[config.mk]
export PLATFORM = sky130hd
export DESIGN_NAME = snoop_bus_arbiter
export DESIGN_NICKNAME = d
export VERILOG_FILES = /design/src/rtl/snoop_bus_arbiter.sv
export SDC_FILE = /design/constraint.sdc
export NUM_CORES = 1
export LEC_CHECK = 0
export BUFFER_PORTS_ARGS = -buffer_cell sky130_fd_sc_hd__clkbuf_2
export CORE_MARGIN = 5
export CORE_UTILIZATION = 49
export CTS_BUF_LIST = sky130_fd_sc_hd__clkbuf_8 sky130_fd_sc_hd__clkbuf_16
export CTS_CLUSTER_DIAMETER = 150
export CTS_CLUSTER_SIZE = 30
export DETAILED_ROUTE_END_ITERATION = 8
export GPL_TIMING_DRIVEN = 0
export PLACE_DENSITY_LB_ADDON = 0.05
export SLEW_MARGIN = 20
export SYNTH_ARGS = -nofsm -noshare
export SYNTH_HDL_FRONTEND = slang
export SYNTH_SLANG_ARGS = --single-unit
[constraint.sdc]
create_clock -name clk -period 2.3 [get_ports clk]
set_input_delay 0.345 -clock clk [delete_from_list [all_inputs] [get_ports clk]]
set_output_delay 0.345 -clock clk [all_outputs]
set_load 0.02 [all_outputs]
[src/rtl/snoop_bus_arbiter.sv]
`default_nettype none
// =============================================================================
// Module      : snoop_bus_arbiter
// Description : Round-robin arbiter and transaction sequencer for a MESI
//               snooping bus. ARB_TIMEOUT_EN adds a memory-wait timeout on err.
// Revision    : 1.0
// =============================================================================
module snoop_bus_arbiter #(
    parameter int NUM_CACHES = 4,
    parameter int ADDR_W     = 32,
    parameter int SNOOP_LAT  = 2
) (
    input  logic                          clk,
    input  logic                          rstb,
    input  logic [NUM_CACHES-1:0]         req,
    input  logic [2*NUM_CACHES-1:0]       req_op,
    input  logic [ADDR_W*NUM_CACHES-1:0]  req_addr,
    output logic [NUM_CACHES-1:0]         gnt,
    output logic [NUM_CACHES-1:0]         done,
    output logic                          shared_out,
    output logic                          bus_valid,
    output logic [1:0]                    bus_op,
    output logic [ADDR_W-1:0]             bus_addr,
    output logic [$clog2(NUM_CACHES)-1:0] bus_src,
    input  logic [NUM_CACHES-1:0]         snoop_hit,
    input  logic [NUM_CACHES-1:0]         snoop_flush,
    output logic                          mem_wb_req,
    output logic                          mem_rd_req,
    input  logic                          mem_ack,
    output logic                          err
);
    localparam int         IDX_W      = $clog2(NUM_CACHES);
    localparam logic [1:0] OP_BUSRD   = 2'b01;
    localparam logic [1:0] OP_BUSUPGR = 2'b11;
    localparam logic [2:0] LAST_SNOOP = 3'(SNOOP_LAT - 1);

    typedef enum logic [2:0] {IDLE, GRANT, BCAST, SNOOP, FLUSH, MEM, DONE} state_t;

    state_t            state;
    logic [IDX_W-1:0]  rr_ptr;
    logic [IDX_W-1:0]  idx;
    logic [1:0]        op;
    logic [ADDR_W-1:0] addr;
    logic              hit_q;
    logic              flush_q;
    logic [2:0]        snoop_cnt;

    logic              arb_found;
    logic [IDX_W-1:0]  arb_idx;
    logic [IDX_W-1:0]  cand;
    logic [1:0]        arb_op;
    logic [ADDR_W-1:0] arb_addr;
    logic [NUM_CACHES-1:0] others;
    logic              hit_now;
    logic              flush_now;

    // Search starts just after the last served cache so every requester is reached within N grants.
    always_comb begin
        arb_found = 1'b0;
        arb_idx   = '0;
        cand      = '0;
        for (int k = 1; k <= NUM_CACHES; k++) begin
            cand = IDX_W'((int'(rr_ptr) + k) % NUM_CACHES);
            if (!arb_found && req[cand]) begin
                arb_found = 1'b1;
                arb_idx   = cand;
            end
        end
    end

    always_comb begin
        arb_op   = OP_BUSRD;
        arb_addr = '0;
        for (int i = 0; i < NUM_CACHES; i++) begin
            if (arb_idx == IDX_W'(i)) begin
                arb_op   = req_op[2*i +: 2];
                arb_addr = req_addr[ADDR_W*i +: ADDR_W];
            end
        end
        if (arb_op == 2'b00) arb_op = OP_BUSRD;
        // The requester's own snoop lines say nothing about other copies.
        others      = '1;
        others[idx] = 1'b0;
        hit_now     = hit_q | (|(snoop_hit & others));
        flush_now   = flush_q | (|(snoop_flush & others));
    end

`ifdef ARB_TIMEOUT_EN
    logic [7:0] tmo_cnt;
    logic       tmo_hit;
    assign tmo_hit = (tmo_cnt == 8'd254);
`else
    assign err = 1'b0;
`endif

    always_ff @(posedge clk or negedge rstb) begin
        if (!rstb) begin
            state      <= IDLE;
            rr_ptr     <= IDX_W'(NUM_CACHES - 1);
            idx        <= '0;
            op         <= '0;
            addr       <= '0;
            hit_q      <= 1'b0;
            flush_q    <= 1'b0;
            snoop_cnt  <= '0;
            gnt        <= '0;
            done       <= '0;
            shared_out <= 1'b0;
            bus_valid  <= 1'b0;
            bus_op     <= '0;
            bus_addr   <= '0;
            bus_src    <= '0;
            mem_wb_req <= 1'b0;
            mem_rd_req <= 1'b0;
`ifdef ARB_TIMEOUT_EN
            tmo_cnt    <= '0;
            err        <= 1'b0;
`endif
        end else begin
            bus_valid  <= 1'b0;
            done       <= '0;
            shared_out <= 1'b0;
`ifdef ARB_TIMEOUT_EN
            err        <= 1'b0;
            tmo_cnt    <= '0;
`endif
            case (state)
                IDLE: begin
                    if (arb_found) begin
                        idx   <= arb_idx;
                        op    <= arb_op;
                        addr  <= arb_addr;
                        gnt   <= NUM_CACHES'(1) << arb_idx;
                        state <= GRANT;
                    end
                end
                GRANT: begin
                    bus_valid <= 1'b1;
                    bus_op    <= op;
                    bus_addr  <= addr;
                    bus_src   <= idx;
                    hit_q     <= 1'b0;
                    flush_q   <= 1'b0;
                    snoop_cnt <= '0;
                    state     <= BCAST;
                end
                BCAST: state <= SNOOP;
                SNOOP: begin
                    hit_q     <= hit_now;
                    flush_q   <= flush_now;
                    snoop_cnt <= snoop_cnt + 3'd1;
                    if (snoop_cnt == LAST_SNOOP) begin
                        if (flush_now) begin
                            mem_wb_req <= 1'b1;
                            state      <= FLUSH;
                        end else if (op == OP_BUSUPGR) begin
                            done       <= gnt;
                            shared_out <= hit_now;
                            state      <= DONE;
                        end else begin
                            mem_rd_req <= 1'b1;
                            state      <= MEM;
                        end
                    end
                end
                FLUSH: begin
                    if (mem_ack) begin
                        mem_wb_req <= 1'b0;
                        if (op == OP_BUSUPGR) begin
                            done       <= gnt;
                            shared_out <= hit_q;
                            state      <= DONE;
                        end else begin
                            mem_rd_req <= 1'b1;
                            state      <= MEM;
                        end
                    end
`ifdef ARB_TIMEOUT_EN
                    else if (tmo_hit) begin
                        mem_wb_req <= 1'b0;
                        done       <= gnt;
                        err        <= 1'b1;
                        state      <= DONE;
                    end else begin
                        tmo_cnt <= tmo_cnt + 8'd1;
                    end
`endif
                end
                MEM: begin
                    if (mem_ack) begin
                        mem_rd_req <= 1'b0;
                        done       <= gnt;
                        shared_out <= hit_q;
                        state      <= DONE;
                    end
`ifdef ARB_TIMEOUT_EN
                    else if (tmo_hit) begin
                        mem_rd_req <= 1'b0;
                        done       <= gnt;
                        err        <= 1'b1;
                        state      <= DONE;
                    end else begin
                        tmo_cnt <= tmo_cnt + 8'd1;
                    end
`endif
                end
                DONE: begin
                    gnt      <= '0;
                    rr_ptr   <= idx;
                    bus_op   <= '0;
                    bus_addr <= '0;
                    bus_src  <= '0;
                    state    <= IDLE;
                end
                default: state <= IDLE;
            endcase
        end
    end
endmodule
`default_nettype wire

==> impl_metrics.csv, run 1 <==
group,metric,value,unit
status,status,"finished clean",
route,vias_per_cell,5.83,
critical_path,cp.arrival,2.49,ns
timing,final.setup.worst_slack,0.0457,ns
logic_synthesis,synth_ff_type,"dfrtp_1",
route,drt_iter0_drc,304,
job,maxCapViolCount,0,
logic_synthesis,synth.avg_cell_area,9.25,um2
logic_synthesis,netlist_instances,536,
logic_synthesis,netlist_area,4960,um2
floorplan,num_rows,36,
logic_synthesis,ys_seq_area_share,47.5,%
route,firstDrtPassIters,7,
logic_synthesis,yosysWarnings,0,
logic_synthesis,async_flop_share,100,%
logic_synthesis,yosys.cell_count.top_type,"dfrtp_1",
placement,dp_hpwl,12300,um
timing,finalHoldViolCount,0,
critical_path,cp-start-kind,"register",
global_routing,grt_usage,25.8,%
timing,setup_viol,0,
logic_synthesis,synth_seq_cells,94,
worst_hold_path,hold_class,"input pin to async pin",
power_and_ir_drop,vdd_ir_drop_max,0.529,mV
global_routing,antenna_found_initial,0,
finish,num_antenna_cells,0,
finish,drive_above_1_share,35.2,%
route,routedWlPerCell,18.5,um
clock_tree,cts_tree,"yes",
placement,place_area,6120,um2
floorplan,die_w,111,um
finish,syn2layout_area_growth,28.4,%
route,wl,16300,um
floorplan,start_util,50.5,%
finish,fillers,885,
timing,slew_headroom,50.7,%
logic_synthesis,synth_cell_types,58,
logic_synthesis,synth_top_area_share,46.4,%
logic_synthesis,yosys-top-cells-count,"dfrtp_1, nand2_1, a21oi_1",
floorplan,die-area,12200,um2
clock_tree,cts_buffer_depth,2,
timing,rsz0062_at_grt,"false",
finish,final_nets,896,
power_and_ir_drop,power.density,1320,nW/um2
finish,final_cells,881,
placement,place_inst,865,
placement,portBuffers,196,
timing,fin_crit,2.25,ns
clock_tree,cts.sink_count,94,
timing,fin_crit_sh,98.0,%
clock_tree,path_clk_slew,0.09,ns
clock_tree,htree_levels,3,
critical_path,critical_path_class,"register to register",
clock_tree,cts_root_buffer,"clkbuf_8",
clock_tree,clock_latency,0.36,ns
critical_path,required,2.54,ns
route,vias,5136,
clock_tree,post_cts_buffers,0,
clock_tree,cts_buffers,9,
route,ant_nets,0,
floorplan,die_h,111,um
finish,design_area,6370,um2
timing,fmax,0.444,GHz
global_routing,grt_pass1_wl,26000,um
timing,tightest_slew,0.739,ns
placement,gp_congestion,0.934,
logic_synthesis,synth_edf_count,0,
global_routing,overflow,0,
placement,dp_slack,-0.0353,ns
logic_synthesis,yosysTopAreaCell,"dfrtp_1",
timing,setup_tns,0,ns
timing,final_max_slew_viol_count,0,
logic_synthesis,syn_nets,689,
critical_path,crit_path_end_kind,"register",
finish,final_util,64.9,%
floorplan,pin_count,200,
route,drc_errors,0,
global_routing,grt_pass1_vias,5172,
floorplan,core_area,9820,um2
logic_synthesis,ys_top_cells_by_area,"dfrtp_1, nand2_1, a211oi_1",
global_routing,grt_max_degree,95,
critical_path,critPathMaxFanout,10,
timing,finClkSkew,0.00856,ns
power_and_ir_drop,leakagePower,0.00312,uW
## timing repair
| action | in CTS | in global routing |
|---|---|---|
| hold endpoints to repair | 0 | 0 |
| setup endpoints to repair | 11 | 42 |
| resized for setup | 3 | 18 |
| hold buffers | 0 | 0 |
## routing by layer
metal	vias to the layer above	routed length, um	GRT usage, %
met4	0	223	5.75
met2	275	7530	40.7
met1	2444	7160	36.6
met5	-	0	0
met3	20	1390	5.63
li1	2397	-	-
## per-stage QoR
stage	total power (uW)	hold slack, ns
2_1_floorplan	5780	0.0494
3_3_place_gp	7130	0.467
3_5_place_dp	7240	0.474
4_1_cts	8400	0.0787
5_1_grt	9060	0.100
6_report	8440	0.0368
## final cells by class
cell class                      instances  area [um2]  area share [%]
Inverter                                3        11.3           0.177
Multi-Input combinational cell        387        2380            37.4
Buffer                                 52         256            4.03
Timing Repair Buffer                  196         990            15.5
Clock inverter                          6        70.1            1.10
Tap cell                              133         166            2.61
Sequential cell                        94        2350            37.0
Clock buffer                           10         138            2.16
## report_power, final
part | internal, uW | total [uW] | switching [uW]
Sequential | 2410 | 2890 | 482
Combinational | 1690 | 4410 | 2720
Clock | 538 | 1140 | 600
Total | 4640 | 8440 | 3800
## worst paths after layout
check,depth (start not counted),start,slack [ns],end
min in group clk,3,req_addr[63],0.26,addr[31]$_DFFE_PN0P_
worst max register to register,7,rr_ptr[1]$_DFFE_PN1P_,0.05,addr[22]$_DFFE_PN0P_
worst min register to register,2,addr[23]$_DFFE_PN0P_,0.50,addr[23]$_DFFE_PN0P_
max in group asynchronous,1,rstb,1.74,addr[30]$_DFFE_PN0P_
worst max-delay path,7,rr_ptr[1]$_DFFE_PN1P_,0.05,addr[22]$_DFFE_PN0P_
worst min-delay path,1,rstb,0.04,snoop_cnt[2]$_DFFE_PN0P_
## critical path, cell delays in order, from the launching register on
cell      delay (ns)
dfstp_2         0.57
mux2i_1         0.24
o21a_1          0.20
clkbuf_4        0.22
nand2_2         0.18
buf_2           0.25
a211oi_1        0.36
o21ai_1         0.12
## cell families after synthesis
logic type / after synthesis / share of synthesized area [%]
simple gates: 175 / 17.2
flops: 94 / 47.5
fa+ha+maj: 2 / 0.504
other cells: 1 / 0.0756
buf+inv: 55 / 5.02
compound gates: 206 / 29.1
mux: 3 / 0.631
## state kept, by name (all words and copies together) (netlist names), 3 cells and up
signal / cells
addr: 32
bus_addr: 32
done: 4
gnt: 4
snoop_cnt: 3
state: 3
## cells in the final DEF (no fill, tap or decap), drive strengths merged, types with 3 or more instances in the layout
cell,instances
a211o,4
a211oi,30
a21boi,5
a21oi,35
a22o,25
and3,24
buf,25
clkbuf,233
clkinvlp,3
dfrtp,92
inv,4
nand2,83
nand2b,10
nand3,14
nand3b,3
nor2,14
nor2b,13
o21a,3
o21ai,48
o221ai,22
o22a,7
o31ai,7
o32ai,5
or2,4
(Power assumes the default switching activity.)
==> inputs of run 2 (changes only) <==
Settings changed: CORE_UTILIZATION 49 to 48, GPL_ROUTABILITY_DRIVEN set to 0.
==> impl_metrics.csv, run 2 (synthesized netlist as in run 1, its figures left out) <==
group,metric,value,unit
status,status,"finished clean",
route,ant_nets,0,
finish,final_nets,897,
floorplan,start_util,48.7,%
clock_tree,hold_buffers,0,
power_and_ir_drop,power.density,1310,nW/um2
timing,tightest_slew,0.738,ns
floorplan,core_area,10200,um2
clock_tree,cts_root_buffer,"clkbuf_8",
finish,drive_above_1_share,36.0,%
timing,slew_headroom,50.3,%
power_and_ir_drop,switching_share,45.7,%
route,wl,16200,um
floorplan,die-area,12500,um2
clock_tree,cts_tree,"yes",
floorplan,die_h,112,um
critical_path,required,2.54,ns
critical_path,setup.worst_path.start,"rr_ptr[1]$_DFFE_PN1P_",
global_routing,grt_pass1_vias,5124,
clock_tree,cts_buffer_depth,2,
route,drc_errors,0,
critical_path,crit_path_end_kind,"register",
power_and_ir_drop,fin_total_pwr,8340,uW
global_routing,overflow,0,
finish,layout_commonest_cell,"clkbuf_2",
critical_path,path_cells,"mux2i_2, o21a_1, clkbuf_4, nand2_2, buf_4, a211oi_4, o21ai_1",
finish,final_cell_mix,"clkbuf_2, dfrtp_1, nand2_1",
power_and_ir_drop,vdd_ir_drop_max,0.592,mV
clock_tree,cts.sink_count,94,
floorplan,num_rows,37,
power_and_ir_drop,p_comb_share,53.4,%
power_and_ir_drop,internal-power,4530,uW
job,maxCapViolCount,0,
critical_path,critPathTopFamily,"compound AO/OA/AOI/OAI gates",
timing,final_max_slew_viol_count,0,
timing,fin_crit_sh,97.0,%
global_routing,grt_pass1_wl,25500,um
power_and_ir_drop,pwr-share-seq,34.7,%
floorplan,die_w,112,um
placement,dp_hpwl,12500,um
timing,setup_viol,0,
critical_path,crit_slowest_cell,"dfstp_2",
route,firstDrtPassIters,5,
critical_path,critPathMaxFanout,10,
route,vias_per_cell,5.78,
power_and_ir_drop,switchingPower,3810,uW
critical_path,critPathMaxStageDelay,0.59,ns
critical_path,cp-start-kind,"register",
critical_path,critical_path_class,"register to register",
floorplan,pin_count,200,
critical_path,cp.arrival,2.47,ns
critical_path,regToRegStartpoint,"rr_ptr[1]$_DFFE_PN1P_",
global_routing,antenna_found_initial,0,
power_and_ir_drop,leakagePower,0.00314,uW
global_routing,grt_max_degree,95,
timing,finClkSkew,0.0125,ns
global_routing,grt_usage,25.3,%
timing,fmax,0.448,GHz
finish,reg_top3,"addr x32, bus_addr x32",
clock_tree,clock_latency,0.36,ns
finish,syn2layout_area_growth,28.8,%
power_and_ir_drop,pwr-share-clk,12.0,%
critical_path,rrSetupSlack,0.07,ns
timing,fin_crit,2.23,ns
clock_tree,htree_levels,3,
finish,num_antenna_cells,0,
clock_tree,path_clk_slew,0.10,ns
timing,setup_tns,0,ns
worst_hold_path,hold_class,"input pin to async pin",
timing,finalHoldViolCount,0,
critical_path,cp.buffers_inverters,2,
clock_tree,cts_buffers,9,
placement,portBuffers,196,
route,vias,5112,
route,drt_iter0_drc,343,
route,routedWlPerCell,18.3,um
## run 2: final timing paths
path / end / cells past startpoint
min in group clk: addr[0]$_DFFE_PN0P_ / 3
max in group asynchronous: addr[20]$_DFFE_PN0P_ / 1
max reg2reg: addr[3]$_DFFE_PN0P_ / 7
min: snoop_cnt[1]$_DFFE_PN0P_ / 1
min reg2reg: addr[21]$_DFFE_PN0P_ / 2
max: addr[3]$_DFFE_PN0P_ / 7
## run 2: cell type report
class / instances / area [um2]
plain buffers: 52 / 260
clock buffers: 9 / 124
clock inverters: 7 / 47.5
fillers: 909 / 3800
inverters: 3 / 11.3
multi-input cells: 387 / 2420
flip-flops and latches: 94 / 2350
well taps: 136 / 170
repair buffers: 197 / 997
## run 2: power groups by stage
stage	Sequential, uW	Clock [uW]	Combinational [uW]
after floorplan	3180	0	2610
after global placement	2890	0	4240
after detailed placement	2910	0	4360
after CTS	2880	1000	4390
after global routing	2970	1080	4910
final	2890	997	4450
## run 2: layer usage
metal	up-vias	wire, um	track usage [%]
li1	2405	-	-
met1	2446	6920	34.1
met2	232	7740	41.6
met3	29	1150	4.89
met4	0	357	7.70
met5	-	0	0
## run 2: per-stage QoR
stage | hold slack, ns | worst slack [ns] | util, % | cells | cell area, um2
6_report | 0.0484 | 0.0697 | 62.7 | 885 | 6390
5_1_grt | 0.103 | -0.00383 | 62.7 | 885 | 6390
4_1_cts | 0.0752 | 0.00366 | 62.0 | 884 | 6310
3_5_place_dp | 0.469 | -0.156 | 60.1 | 868 | 6120
3_3_place_gp | 0.466 | -0.231 | 60.0 | 868 | 6110
2_1_floorplan | 0.0494 | 0.430 | - | 536 | 4960
## run 2: timing repair
| action | in CTS | in global routing |
|---|---|---|
| endpoints found under the setup margin | 10 | 42 |
| pin swaps | 0 | 2 |
| setup buffers | 0 | 1 |
| endpoints found under the hold margin | 0 | 0 |
| gates resized for setup | 6 | 26 |
